[src/rtl/bcd_disp_pkg.sv]
// Shared definitions for the BCD display stage: FSM encoding, segment
// constants and the active-low digit table in {g,f,e,d,c,b,a} order.
package bcd_disp_pkg;

  typedef enum logic [1:0] {
    IDLE  = 2'd0,
    SHIFT = 2'd1,
    DONE  = 2'd2
  } state_e;

  localparam logic [6:0] SEG_BLANK = 7'b1111111;
  localparam logic [6:0] SEG_MINUS = 7'b0111111;
  localparam logic [6:0] SEG_E     = 7'b0000110;

  localparam logic [0:9][6:0] SEG_TABLE = {
    7'b1000000, 7'b1111001, 7'b0100100, 7'b0110000, 7'b0011001,
    7'b0010010, 7'b0000010, 7'b1111000, 7'b0000000, 7'b0010000
  };

  // Double-dabble correction: every BCD nibble of 5 or more gets +3
  function automatic logic [11:0] add3_nibbles(input logic [11:0] bcd);
    logic [11:0] res;
    for (int i = 0; i < 3; i++) begin
      res[i*4 +: 4] = (bcd[i*4 +: 4] >= 4'd5) ? bcd[i*4 +: 4] + 4'd3
                                               : bcd[i*4 +: 4];
    end
    return res;
  endfunction

endpackage

[src/rtl/seg7_decoder.sv]
// Nibble to active-low 7-segment code; blank or a non-decimal nibble
// turns all segments off.
module seg7_decoder
  import bcd_disp_pkg::*;
(
  input  logic [3:0] nibble,
  input  logic       blank,
  output logic [6:0] seg
);

  always_comb begin
    seg = SEG_BLANK;
    if (!blank && (nibble < 4'd10)) begin
      seg = SEG_TABLE[nibble];
    end
  end

endmodule

[src/rtl/bcd_display_8bit.sv]
// Samples a signed 8-bit result, converts its magnitude to BCD by
// iterative shift-add-3, and scans the held result onto a 4-digit display.
module bcd_display_8bit
  import bcd_disp_pkg::*;
#(
  parameter int SCAN_DIV = 16
) (
  input  logic        Clk,
  input  logic        Resetn,
  input  logic        Start,
  input  logic [7:0]  Din,
  input  logic        OFin,
  output logic        Busy,
  output logic        Done,
  output logic [11:0] Bcd,
  output logic        Neg,
  output logic        Err,
  output logic [6:0]  Seg,
  output logic [3:0]  Dig
);

  localparam int SCAN_W = SCAN_DIV + 2;

  state_e              state_q, state_d;
  logic [11:0]         work_q, work_d;
  logic [7:0]          mag_q, mag_d;
  logic [2:0]          cnt_q, cnt_d;
  logic                neg_work_q, neg_work_d;
  logic                err_work_q, err_work_d;
  logic [11:0]         bcd_q, bcd_d;
  logic                neg_q, neg_d;
  logic                err_q, err_d;
  logic [SCAN_W-1:0]   scan_q, scan_d;

  logic [11:0]         work_adj;
  logic [19:0]         shifted;

  always_ff @(posedge Clk or negedge Resetn) begin
    if (!Resetn) begin
      state_q    <= IDLE;
      work_q     <= '0;
      mag_q      <= '0;
      cnt_q      <= '0;
      neg_work_q <= 1'b0;
      err_work_q <= 1'b0;
      bcd_q      <= '0;
      neg_q      <= 1'b0;
      err_q      <= 1'b0;
      scan_q     <= '0;
    end else begin
      state_q    <= state_d;
      work_q     <= work_d;
      mag_q      <= mag_d;
      cnt_q      <= cnt_d;
      neg_work_q <= neg_work_d;
      err_work_q <= err_work_d;
      bcd_q      <= bcd_d;
      neg_q      <= neg_d;
      err_q      <= err_d;
      scan_q     <= scan_d;
    end
  end

  // Output registers only load on the final shift, so the display never
  // sees partial work values.
  always_comb begin
    state_d    = state_q;
    work_d     = work_q;
    mag_d      = mag_q;
    cnt_d      = cnt_q;
    neg_work_d = neg_work_q;
    err_work_d = err_work_q;
    bcd_d      = bcd_q;
    neg_d      = neg_q;
    err_d      = err_q;
    scan_d     = scan_q + 1'b1;
    work_adj   = add3_nibbles(work_q);
    shifted    = {work_adj, mag_q} << 1;

    case (state_q)
      IDLE: begin
        if (Start) begin
          neg_work_d = Din[7];
          err_work_d = OFin;
          mag_d      = Din[7] ? (~Din + 8'd1) : Din;
          work_d     = '0;
          cnt_d      = '0;
          state_d    = SHIFT;
        end
      end
      SHIFT: begin
        work_d = shifted[19:8];
        mag_d  = shifted[7:0];
        cnt_d  = cnt_q + 3'd1;
        if (cnt_q == 3'd7) begin
          bcd_d   = shifted[19:8];
          neg_d   = neg_work_q;
          err_d   = err_work_q;
          state_d = DONE;
        end
      end
      DONE:    state_d = IDLE;
      default: state_d = IDLE;
    endcase
  end

  assign Busy = (state_q != IDLE);
  assign Done = (state_q == DONE);
  assign Bcd  = bcd_q;
  assign Neg  = neg_q;
  assign Err  = err_q;

  logic [1:0] digit_sel;
  logic [3:0] nibble;
  logic       blank;
  logic [6:0] seg_dec;
  logic [6:0] seg_sign;

  assign digit_sel = scan_q[SCAN_W-1 -: 2];

  // Leading-zero suppression on hundreds and tens; error blanks all numerals
  always_comb begin
    nibble = bcd_q[3:0];
    blank  = err_q;
    case (digit_sel)
      2'd0: nibble = bcd_q[3:0];
      2'd1: begin
        nibble = bcd_q[7:4];
        blank  = err_q || ((bcd_q[11:8] == 4'd0) && (bcd_q[7:4] == 4'd0));
      end
      2'd2: begin
        nibble = bcd_q[11:8];
        blank  = err_q || (bcd_q[11:8] == 4'd0);
      end
      default: blank = 1'b1;
    endcase
  end

  seg7_decoder u_seg7_decoder (
    .nibble (nibble),
    .blank  (blank),
    .seg    (seg_dec)
  );

  assign seg_sign = err_q ? SEG_E : (neg_q ? SEG_MINUS : SEG_BLANK);
  assign Seg      = (digit_sel == 2'd3) ? seg_sign : seg_dec;
  assign Dig      = ~(4'b0001 << digit_sel);

endmodule

[config.mk]
export PLATFORM = sky130hd
export DESIGN_NAME = bcd_display_8bit
export DESIGN_NICKNAME = d
export VERILOG_FILES = /design/src/rtl/bcd_disp_pkg.sv /design/src/rtl/seg7_decoder.sv /design/src/rtl/bcd_display_8bit.sv
export SDC_FILE = /design/constraint.sdc
export NUM_CORES = 1
export LEC_CHECK = 0
export BUFFER_PORTS_ARGS = -buffer_cell sky130_fd_sc_hd__buf_4
export CAP_MARGIN = 20
export CORE_MARGIN = 2
export CORE_UTILIZATION = 60
export CTS_BUF_LIST = sky130_fd_sc_hd__clkbuf_8 sky130_fd_sc_hd__clkbuf_16
export DETAILED_ROUTE_END_ITERATION = 10
export HOLD_SLACK_MARGIN = 0.12
export PLACE_DENSITY = 0.79
export SLEW_MARGIN = 20
export SYNTH_ARGS = -nofsm -noshare
export SYNTH_HDL_FRONTEND = slang
export SYNTH_SLANG_ARGS = --single-unit
export TNS_END_PERCENT = 100
[constraint.sdc]
create_clock -name Clk -period 6.04 [get_ports Clk]
set_input_delay 0.906 -clock Clk [delete_from_list [all_inputs] [get_ports Clk]]
set_output_delay 0.906 -clock Clk [all_outputs]
set_load 0.05 [all_outputs]
==> summary.txt, run 1 <==
Run status
  – Status: completed

Placement
  – RePlAce Congestion: around 0.88
  – Port buffer count: 38
  – Place WS: 2.66 ns
  – Post-DP HPWL: roughly 4600 um

Global routing
  – Antenna violations before repair: 0
  – Largest net degree at the start of global routing: 60
  – Grt total ovfl: 0
  – Vias in the first global route: 2354
  – First-pass GRT wire length: around 11000 um
  – Global Route Usage Sum: between 20% and 30%

Timing
  – F_max: between 200 and 300 MHz
  – Setup ws final: about 2.3 ns
  – Final Setup Violations: 0
  – Period utilization: just over 60%
  – Least-Margin Pin Slew: between 0.7 and 0.8 ns
  – Final hold violation count: 0
  – RSZ-0062 raised after global routing: no
  – Tmin final: 3.73 ns
  – Final Hold Slack: about 0.47 ns
  – Setup_tns: 0 ns
  – Clock skew: about 0.010 ns
  – Slew Limit Headroom: between 50% and 60%
  – Max-slew violations: 0

Finish
  – Most frequent cells in the layout: dfrtp_1 (59), buf_4 (38), nand2_1 (37), o21ai_0 (31), inv_1 (21)
  – Number of diodes: 0
  – Syn-to-layout area delta: 17.8%
  – Commonest non-fill, non-tap cell in the layout: dfrtp_1
  – Layout Utilization: slightly above 70%
  – NumNets Final: between 300 and 400
  – Layout cells sized above 1: 19.6%

Floorplanning
  – Core ar.: 5070 sq um
  – I/O pins: 39
  – Die area: 5800 sq um
  – Starting density of the core: roughly three fifths
  – Chip width: roughly 76 um
  – Die Y: roughly 76 um
  – Row count: 26

Route
  – Drt first pass iters: 4
  – Wire length per cell: roughly 15 um
  – Post-route ant nets: 0
  – Via density: between 5 and 6
  – Final WL: around 6300 um
  – 1st-iter DRT viols: 108
  – DRC viols: 0
  – Via count: 2428

Power and ir drop
  – VDD IR-drop max: approximately 0.34 mV
  – Sw Pwr: 0.919 mW
  – Comb power frac: approximately half
  – LEAKAGE: 1.69 nW
  – Sw frac: between 40 and 50%
  – Clk network pwr share: between 15 and 20%
  – Internal: between 1 and 1.5 mW
  – PwrDens: roughly 550 nW/um^2
  – Sequential share of power: a little under a third

Critical path
  – Critical Path Max Stage Delay: around 0.54 ns
  – CP top delay family: compound AO/OA/AOI/OAI gates
  – CP Capture Type: primary output
  – Crit path kind: reg2out
  – Worst path cell trace: inv_1, ha_1, o21ai_0, inv_1, ha_1, o21ai_0, a21oi_1, o21a_1, buf_4
  – Critical path arrival: 2.83 ns
  – Worst-path fanout max: 13
  – Worst Path Required: between 5 and 6 ns
  – Buffers & Inverters on Critical Path: 3
  – Crit start category: flop
  – CP max stage cell: o21ai_0

Logic synthesis
  – Mapped Area: 3130 sq um
  – Yosys cell types: 48
  – Syn Nets: ~350
  – #FFs+latches synth: between 50 and 60
  – Area leader, netlist: dfrtp_1
  – Ys Warns: 0
  – Seq/Total Area, Yosys: between 40 and 50%
  – Dominant cells by area after synthesis: dfrtp_1 (47%), ha_1 (7.6%), xnor2_1 (5.6%)
  – Yosys top cell area share: a little under half
  – Post-synth EDFFs: 0
  – Synth async-reset ratio: 100%
  – Synthesized instance count: 318
  – Syn avg cell area: 9.83 sq um
  – Primary FF master, synth: dfrtp_1

Clocking
  – Reg clk slew, reported paths: 0.06 ns
  – CTS Root Cell: clkbuf_8
  – Total CTS buffers: 9
  – CTS tree: done
  – H-tree depth: 3
  – Post-CTS setup buffer count: 0
  – Post_cts resized: 0
  – Clock Tree Buf Depth: 2
  – CTS Sinks: 59
  – Hold-fix buffers at CTS: 0
  – Worst skew pair latency: 0.33 ns

Hold path
  – HP Class: reg2reg

Flow run
  – Max-Cap Viols: 0
## power groups by stage
stage	logic, mW	clock network (mW)	registers, mW
final	1.00	0.404	0.634
after global routing	1.09	0.426	0.652
after CTS	1.01	0.411	0.633
after detailed placement	1.01	0	0.640
after global placement	0.980	0	0.633
after floorplan	0.614	0	0.753
## Yosys cell counts, types with 5 or more instances
cell type	number
a21oi_1	11
a22oi_1	7
a31oi_1	6
buf_2	7
dfrtp_1	59
ha_1	19
inv_1	20
mux2_2	8
nand2_1	37
nand2b_1	5
nand3_1	8
nand4_1	5
nor2_1	18
o21a_1	5
o21ai_0	31
o22ai_1	6
xnor2_1	20
## metal layers
layer	up-vias	track usage, %	wire, um
met4	0	8.18	52
met5	-	0	0
met3	8	4.50	233
li1	1189	-	-
met1	1179	29.4	2890
met2	52	39.3	3110
## final timing paths
kind | from | to | slack (ns) | depth (start not counted)
min in group asynchronous | Resetn | scan_q[4] | 0.63 | 1
worst max register to register | state_q[1] | Bcd[3] | 4.15 | 5
worst max-delay path | scan_q[16] | Seg[5] | 2.31 | 9
worst min register to register | scan_q[10] | scan_q[10] | 0.47 | 1
max in group asynchronous | Resetn | mag_q[1] | 4.91 | 1
worst min-delay path | scan_q[10] | scan_q[10] | 0.47 | 1
## state kept, by name, indices dropped and copies added, names as in the netlist
| name | cells |
|---|---|
| Bcd | 12 |
| state_q | 2 |
| scan_q | 18 |
| cnt_q | 3 |
| neg_work_q | 1 |
| work_q | 12 |
| mag_q | 8 |
| err_work_q | 1 |
| Err | 1 |
| Neg | 1 |
## final cells by class
class                   count  area, sq um
multi-input cells         229         1530
flip-flops and latches     59         1480
fillers                   418         1390
repair buffers             38          285
clock buffers              11          151
well taps                  70         87.6
inverters                  21         78.8
clock inverters             5         76.3
## logic make-up (layout without fill, tap and decap cells)
group / after synthesis / count (layout) / share of synthesized area (%)
AND/OR/NAND/NOR: 96 / 96 / 15.4
flip-flops: 59 / 59 / 47.2
XOR/XNOR: 24 / 24 / 6.72
multiplexers: 9 / 9 / 3.20
adder cells (fa/ha/maj): 19 / 19 / 7.60
AO/OA/AOI/OAI: 81 / 81 / 15.9
buffers and inverters: 30 / 75 / 3.92
## metrics by stage
stage / power [mW] / area (sq um) / cells
after detailed placement: 1.65 / 3460 / 417
after global routing: 2.17 / 3680 / 433
after floorplan: 1.37 / 3130 / 318
final: 2.04 / 3680 / 433
after CTS: 2.06 / 3680 / 433
after global placement: 1.61 / 3460 / 417
Power figures use the tool's default switching activity.
==> run 2: changes to the inputs <==
- CORE_UTILIZATION: 60 -> 58
- PLACE_DENSITY: 0.79 -> 0.77
- clock period: 6.04 -> 3.85 ns (I/O delays scaled with it)
==> run 2 against run 1 <==
  * Non-clock buffer count unchanged
  * Critical path depth is the same
  * Cell count unchanged
==> summary.txt, run 2 (synthesized netlist as in run 1, its figures left out) <==
Floorplanning
  – Core ar.: around 5100 sq um
  – Starting density of the core: between 60% and 70%
  – Die Y: a little under 80 um
  – Die area: roughly 6000 sq um
  – Chip width: approximately 77 um
  – Row count: 26
  – I/O pins: 39

Placement
  – Post-DP HPWL: about 4500 um
  – Port buffer count: 38
  – Placed cell areas: 3460 sq um
  – Place WS: roughly 0.85 ns
  – DP Cell Count: around 420
  – RePlAce Congestion: between 0.8 and 0.9

Clocking
  – CTS tree: done
  – Post_cts resized: 0
  – CTS Sinks: 59
  – CTS Root Cell: clkbuf_8
  – H-tree depth: 3
  – Worst skew pair latency: between 0.3 and 0.4 ns
  – Clock Tree Buf Depth: 2
  – Total CTS buffers: 9
  – Post-CTS setup buffer count: 0
  – Hold-fix buffers at CTS: 0
  – Reg clk slew, reported paths: ~0.06 ns

Critical path
  – Critical path arrival: roughly 2.8 ns
  – CP max stage cell: o21ai_0
  – Crit start category: flop
  – Buffers & Inverters on Critical Path: 3
  – Worst path cell trace: inv_1, ha_1, o21ai_0, inv_1, ha_1, o21ai_0, a21oi_1, o21a_1, buf_4
  – Worst Path Required: 3.27 ns
  – Worst-path fanout max: 13
  – CP top delay family: compound AO/OA/AOI/OAI gates
  – CP Capture Type: primary output
  – Critical Path Max Stage Delay: 0.51 ns
  – R2R setup slack: 1.88 ns
  – Crit path kind: reg2out

Route
  – 1st-iter DRT viols: 75
  – Drt first pass iters: 4
  – Via density: 5.76
  – Post-route ant nets: 0
  – Final WL: 6650 um
  – Via count: 2496
  – Wire length per cell: approximately 15 um
  – DRC viols: 0

Timing
  – Slew Limit Headroom: approximately 50%
  – Clock skew: between 0.006 and 0.007 ns
  – Setup_tns: 0 ns
  – Max-slew violations: 0
  – RSZ-0062 raised after global routing: no
  – Final Setup Violations: 0
  – F_max: 297 MHz
  – Setup ws final: slightly below 0.5 ns
  – Tmin final: 3.36 ns
  – Least-Margin Pin Slew: around 0.75 ns
  – Period utilization: between 80% and 90%
  – Final hold violation count: 0
  – Final Hold Slack: approximately 0.30 ns

Finish
  – Most frequent cells in the layout: dfrtp_1 (59), buf_4 (38), nand2_1 (37), o21ai_0 (31)
  – Number of diodes: 0
  – Post-Layout Inst Area: roughly 3700 sq um
  – Layout cells sized above 1: 19.8%
  – Number of flip-flops in the largest register: 18
  – Non-filler cells, final: about 430
  – Syn-to-layout area delta: 18.8%
  – Fillers: between 400 and 500
  – Most flops, register: scan_q
  – NumNets Final: around 400
  – Commonest non-fill, non-tap cell in the layout: dfrtp_1

Run status
  – Status: completed

Global routing
  – First-pass GRT wire length: 11300 um
  – Antenna violations before repair: 0
  – Grt total ovfl: 0
  – Vias in the first global route: roughly 2400
  – Global Route Usage Sum: 23.9%
  – Largest net degree at the start of global routing: 60

Flow run
  – Max-Cap Viols: 0

Power and ir drop
  – LEAKAGE: 1.70 nW
  – PwrDens: 894 nW/um^2
  – VDD IR-drop max: around 0.5 mV

Hold path
  – HP Class: in2async
[run 2: area by class of cell]
type | count | area, sq um | share of cell area (%)
Multi-Input combinational cell | 229 | 1530 | 41.1
Sequential cell | 59 | 1480 | 39.7
Timing Repair Buffer | 38 | 285 | 7.68
Clock buffer | 12 | 165 | 4.44
Clock inverter | 4 | 95.1 | 2.56
Tap cell | 70 | 87.6 | 2.36
Inverter | 21 | 78.8 | 2.12
[run 2: final timing paths]
kind / start / end / depth (start not counted)
min in group Clk: scan_q[5] / scan_q[5] / 1
setup reg to reg: work_q[0] / work_q[2] / 7
max in group asynchronous: Resetn / Bcd[0] / 1
setup / recovery: scan_q[16] / Seg[5] / 9
hold reg to reg: scan_q[5] / scan_q[5] / 1
hold / removal: Resetn / scan_q[13] / 1
[run 2: per-layer routing]
metal	GRT usage (%)	share of wire, %	wire (um)	up-vias
met1	30.4	43	2880	1214
li1	-	-	-	1193
met4	11.1	1.8	121	0
met3	4.53	5.3	351	16
met2	39.6	50	3300	73
met5	0	0	0	-
[run 2: stage by stage]
stage               util (%)  power (mW)
floorplan                  -        2.14
global placement        67.2        2.54
detailed placement      67.2        2.59
CTS                     72.3        3.34
global route            72.3        3.52
finish                  72.3        3.32
[run 2: report_power, final]
group / total (mW) / internal, mW / switching (mW)
clock network: 0.728 / 0.482 / 0.246
registers: 1.01 / 0.813 / 0.192
logic: 1.59 / 0.551 / 1.04
==> run 3: changes to the inputs <==
- ABC_AREA: not set -> 1
- PLACE_DENSITY: 0.77 -> 0.76
==> run 3 against run 2 <==
  * First-iteration DRC count up 48%
  * Synthesized area rose by 4.7%
  * Routed wire length fell by 6.5%
  * Largest cell class unchanged
==> summary.txt, run 3 <==
Floorplanning
  – Row count: 27
  – Die Y: 79.1 um
  – I/O pins: 39
  – Core ar.: 5470 sq um
  – Die area: about 6300 sq um
  – Chip width: slightly below 80 um
  – Starting density of the core: ~60%

Global routing
  – First-pass GRT wire length: 11100 um
  – Global Route Usage Sum: 22.4%
  – Largest net degree at the start of global routing: 60
  – Vias in the first global route: 2500
  – Antenna violations before repair: 0
  – Grt total ovfl: 0

Finish
  – Post-Layout Inst Area: between 3000 and 4000 sq um
  – Non-filler cells, final: ~500
  – Most flops, register: scan_q
  – Commonest non-fill, non-tap cell in the layout: nand2_1
  – Most frequent cells in the layout: nand2_1 (86), dfrtp_1 (59), inv_1 (45), buf_4 (38), o21ai_0 (23)
  – Layout cells sized above 1: 19.5%
  – Fillers: 458
  – Area of the multi-input gates: about 1600 sq um
  – Layout Utilization: slightly below 70%
  – Number of flip-flops in the largest register: 18
  – Syn-to-layout area delta: 15.8%
  – Number of diodes: 0
  – NumNets Final: about 450
  – Reg area: between 1000 and 1500 sq um

Timing
  – Least-Margin Pin Slew: 0.781 ns
  – RSZ-0062 raised after global routing: no
  – Final Hold Slack: just over 0.3 ns
  – Period utilization: 83.1%
  – Setup_tns: 0 ns
  – Max-slew violations: 0
  – Slew Limit Headroom: a little under half
  – Final Setup Violations: 0
  – Tmin final: approximately 3.2 ns
  – Clock skew: approximately 0.0094 ns
  – Final hold violation count: 0
  – Setup ws final: 0.649 ns
  – F_max: between 300 and 400 MHz

Clocking
  – H-tree depth: 3
  – Worst skew pair latency: around 0.32 ns
  – Clock Tree Buf Depth: 2
  – Post_cts resized: 0
  – Reg clk slew, reported paths: 0.06 ns
  – CTS Sinks: between 50 and 60
  – Total CTS buffers: 9
  – Post-CTS setup buffer count: 0
  – CTS Root Cell: clkbuf_8
  – Hold-fix buffers at CTS: 0
  – CTS tree: done

Route
  – Drt first pass iters: 5
  – Wire length per cell: about 12 um
  – 1st-iter DRT viols: 111
  – DRC viols: 0
  – Final WL: between 6000 and 7000 um
  – Via density: around 5.2
  – Via count: roughly 2600
  – Post-route ant nets: 0

Critical path
  – Reg2Reg Capture Point: work_q[6]
  – Crit start category: flop
  – Worst path cell trace: inv_1, ha_1, or2_1, o21ai_1, inv_1, ha_1, inv_1, nand2_1, nand2_1, nor2_1, o21bai_1, nand2_1, buf_4
  – Critical path arrival: 2.62 ns
  – CP Capture Type: primary output
  – CP max stage cell: dfrtp_1
  – R2R setup slack: about 1.8 ns
  – Crit path kind: reg2out
  – Reg-to-Reg Start: state_q[0]
  – Critical Path Max Stage Delay: roughly 0.42 ns
  – Worst R2R Path Depth: 6
  – Worst-path fanout max: 10
  – Worst Path Required: 3.27 ns

Logic synthesis
  – Most frequent cell after synthesis: nand2_1
  – Dominant cells by area after synthesis: dfrtp_1 (45%), nand2_1 (9.9%), ha_1 (7.3%)
  – #FFs+latches synth: between 50 and 60
  – Syn avg cell area: roughly 8.6 sq um
  – Synthesized instance count: 380
  – Post-synth EDFFs: 0
  – Synth async-reset ratio: 100%
  – Syn Nets: ~410
  – Area leader, netlist: dfrtp_1
  – Mapped Area: between 3000 and 4000 sq um
  – Most frequent cells after synthesis: nand2_1 (86), dfrtp_1 (59), inv_1 (42)
  – Yosys cell types: 35
  – Seq/Total Area, Yosys: between 40 and 50%
  – Primary FF master, synth: dfrtp_1
  – Yosys top cell area share: 45.1%
  – Ys Warns: 0

Placement
  – Place WS: about 1 ns
  – Post-DP HPWL: about 4600 um
  – Placed cell areas: approximately 3600 sq um
  – Port buffer count: 38
  – RePlAce Congestion: 0.825
  – DP Cell Count: between 400 and 500

Power and ir drop
  – Pwr Total: 3.21 mW
  – VDD IR-drop max: between 0.5 and 0.6 mV
  – LEAKAGE: 1.95 nW
  – PwrDens: around 850 nW/um^2

Run status
  – Status: completed

Flow run
  – Max-Cap Viols: 0

Hold path
  – HP Class: in2async
==> run 3: changes by cell type after synthesis, moves of 8 or more <==
cell | previous run | this run
inv_1 | 20 | 42
inv_2 | 1 | 9
mux2_2 | 8 | 0
nand2_1 | 37 | 86
o21ai_0 | 31 | 23
o21ai_1 | 1 | 13
xnor2_1 | 20 | 7
xor2_1 | 4 | 15
==> run 3: final cells by class <==
cell class	instances	area share, %
sequential	59	38.9
timing repair buffer	38	7.52
inverter	52	5.15
clock buffer	9	3.27
clock inverter	7	1.65
tap	72	2.38
multi-input combinational	261	41.1
==> run 3: logic make-up (layout without fill, tap and decap cells) <==
family | after synthesis | after routing | share of synthesized area, %
AO/OA/AOI/OAI | 67 | 67 | 11.8
XOR/XNOR | 22 | 22 | 5.89
adder cells (fa/ha/maj) | 19 | 19 | 7.26
buffers and inverters | 60 | 106 | 7.30
flip-flops | 59 | 59 | 45.1
AND/OR/NAND/NOR | 153 | 153 | 22.7
==> run 3: power by group <==
group	total [mW]	switching, mW	internal (mW)	leakage (nW)
Sequential	0.991	0.164	0.827	0.749
Clock	0.526	0.234	0.292	0.103
Combinational	1.70	1.15	0.547	1.10
==> run 3: metal layers <==
layer / part of all wire [%] / global-route usage (%) / up-vias
met1: 47 / 28.8 / 1198
met5: 0 / 0 / -
li1: - / - / 1318
met4: 1.0 / 7.59 / 0
met3: 3.4 / 5.11 / 7
met2: 49 / 37.5 / 42
==> run 3: worst max-delay path by stage <==
stage | endpoint | start
2_1_floorplan | Seg[1] | scan_q[16]
3_3_place_gp | Seg[6] | scan_q[16]
3_5_place_dp | Seg[6] | scan_q[16]
4_1_cts | Seg[6] | scan_q[16]
5_1_grt | Seg[0] | scan_q[16]
6_report | Seg[6] | scan_q[16]
==> run 3: critical path, delay by kind of cell, from the launching register on <==
kind	cells	cell delay (ns)
AOI/OAI and AO/OA	2	0.34
adders and majority gates	2	0.60
buffers and inverters	4	0.45
DFF	1	0.42
and+or+nand+nor	5	0.50
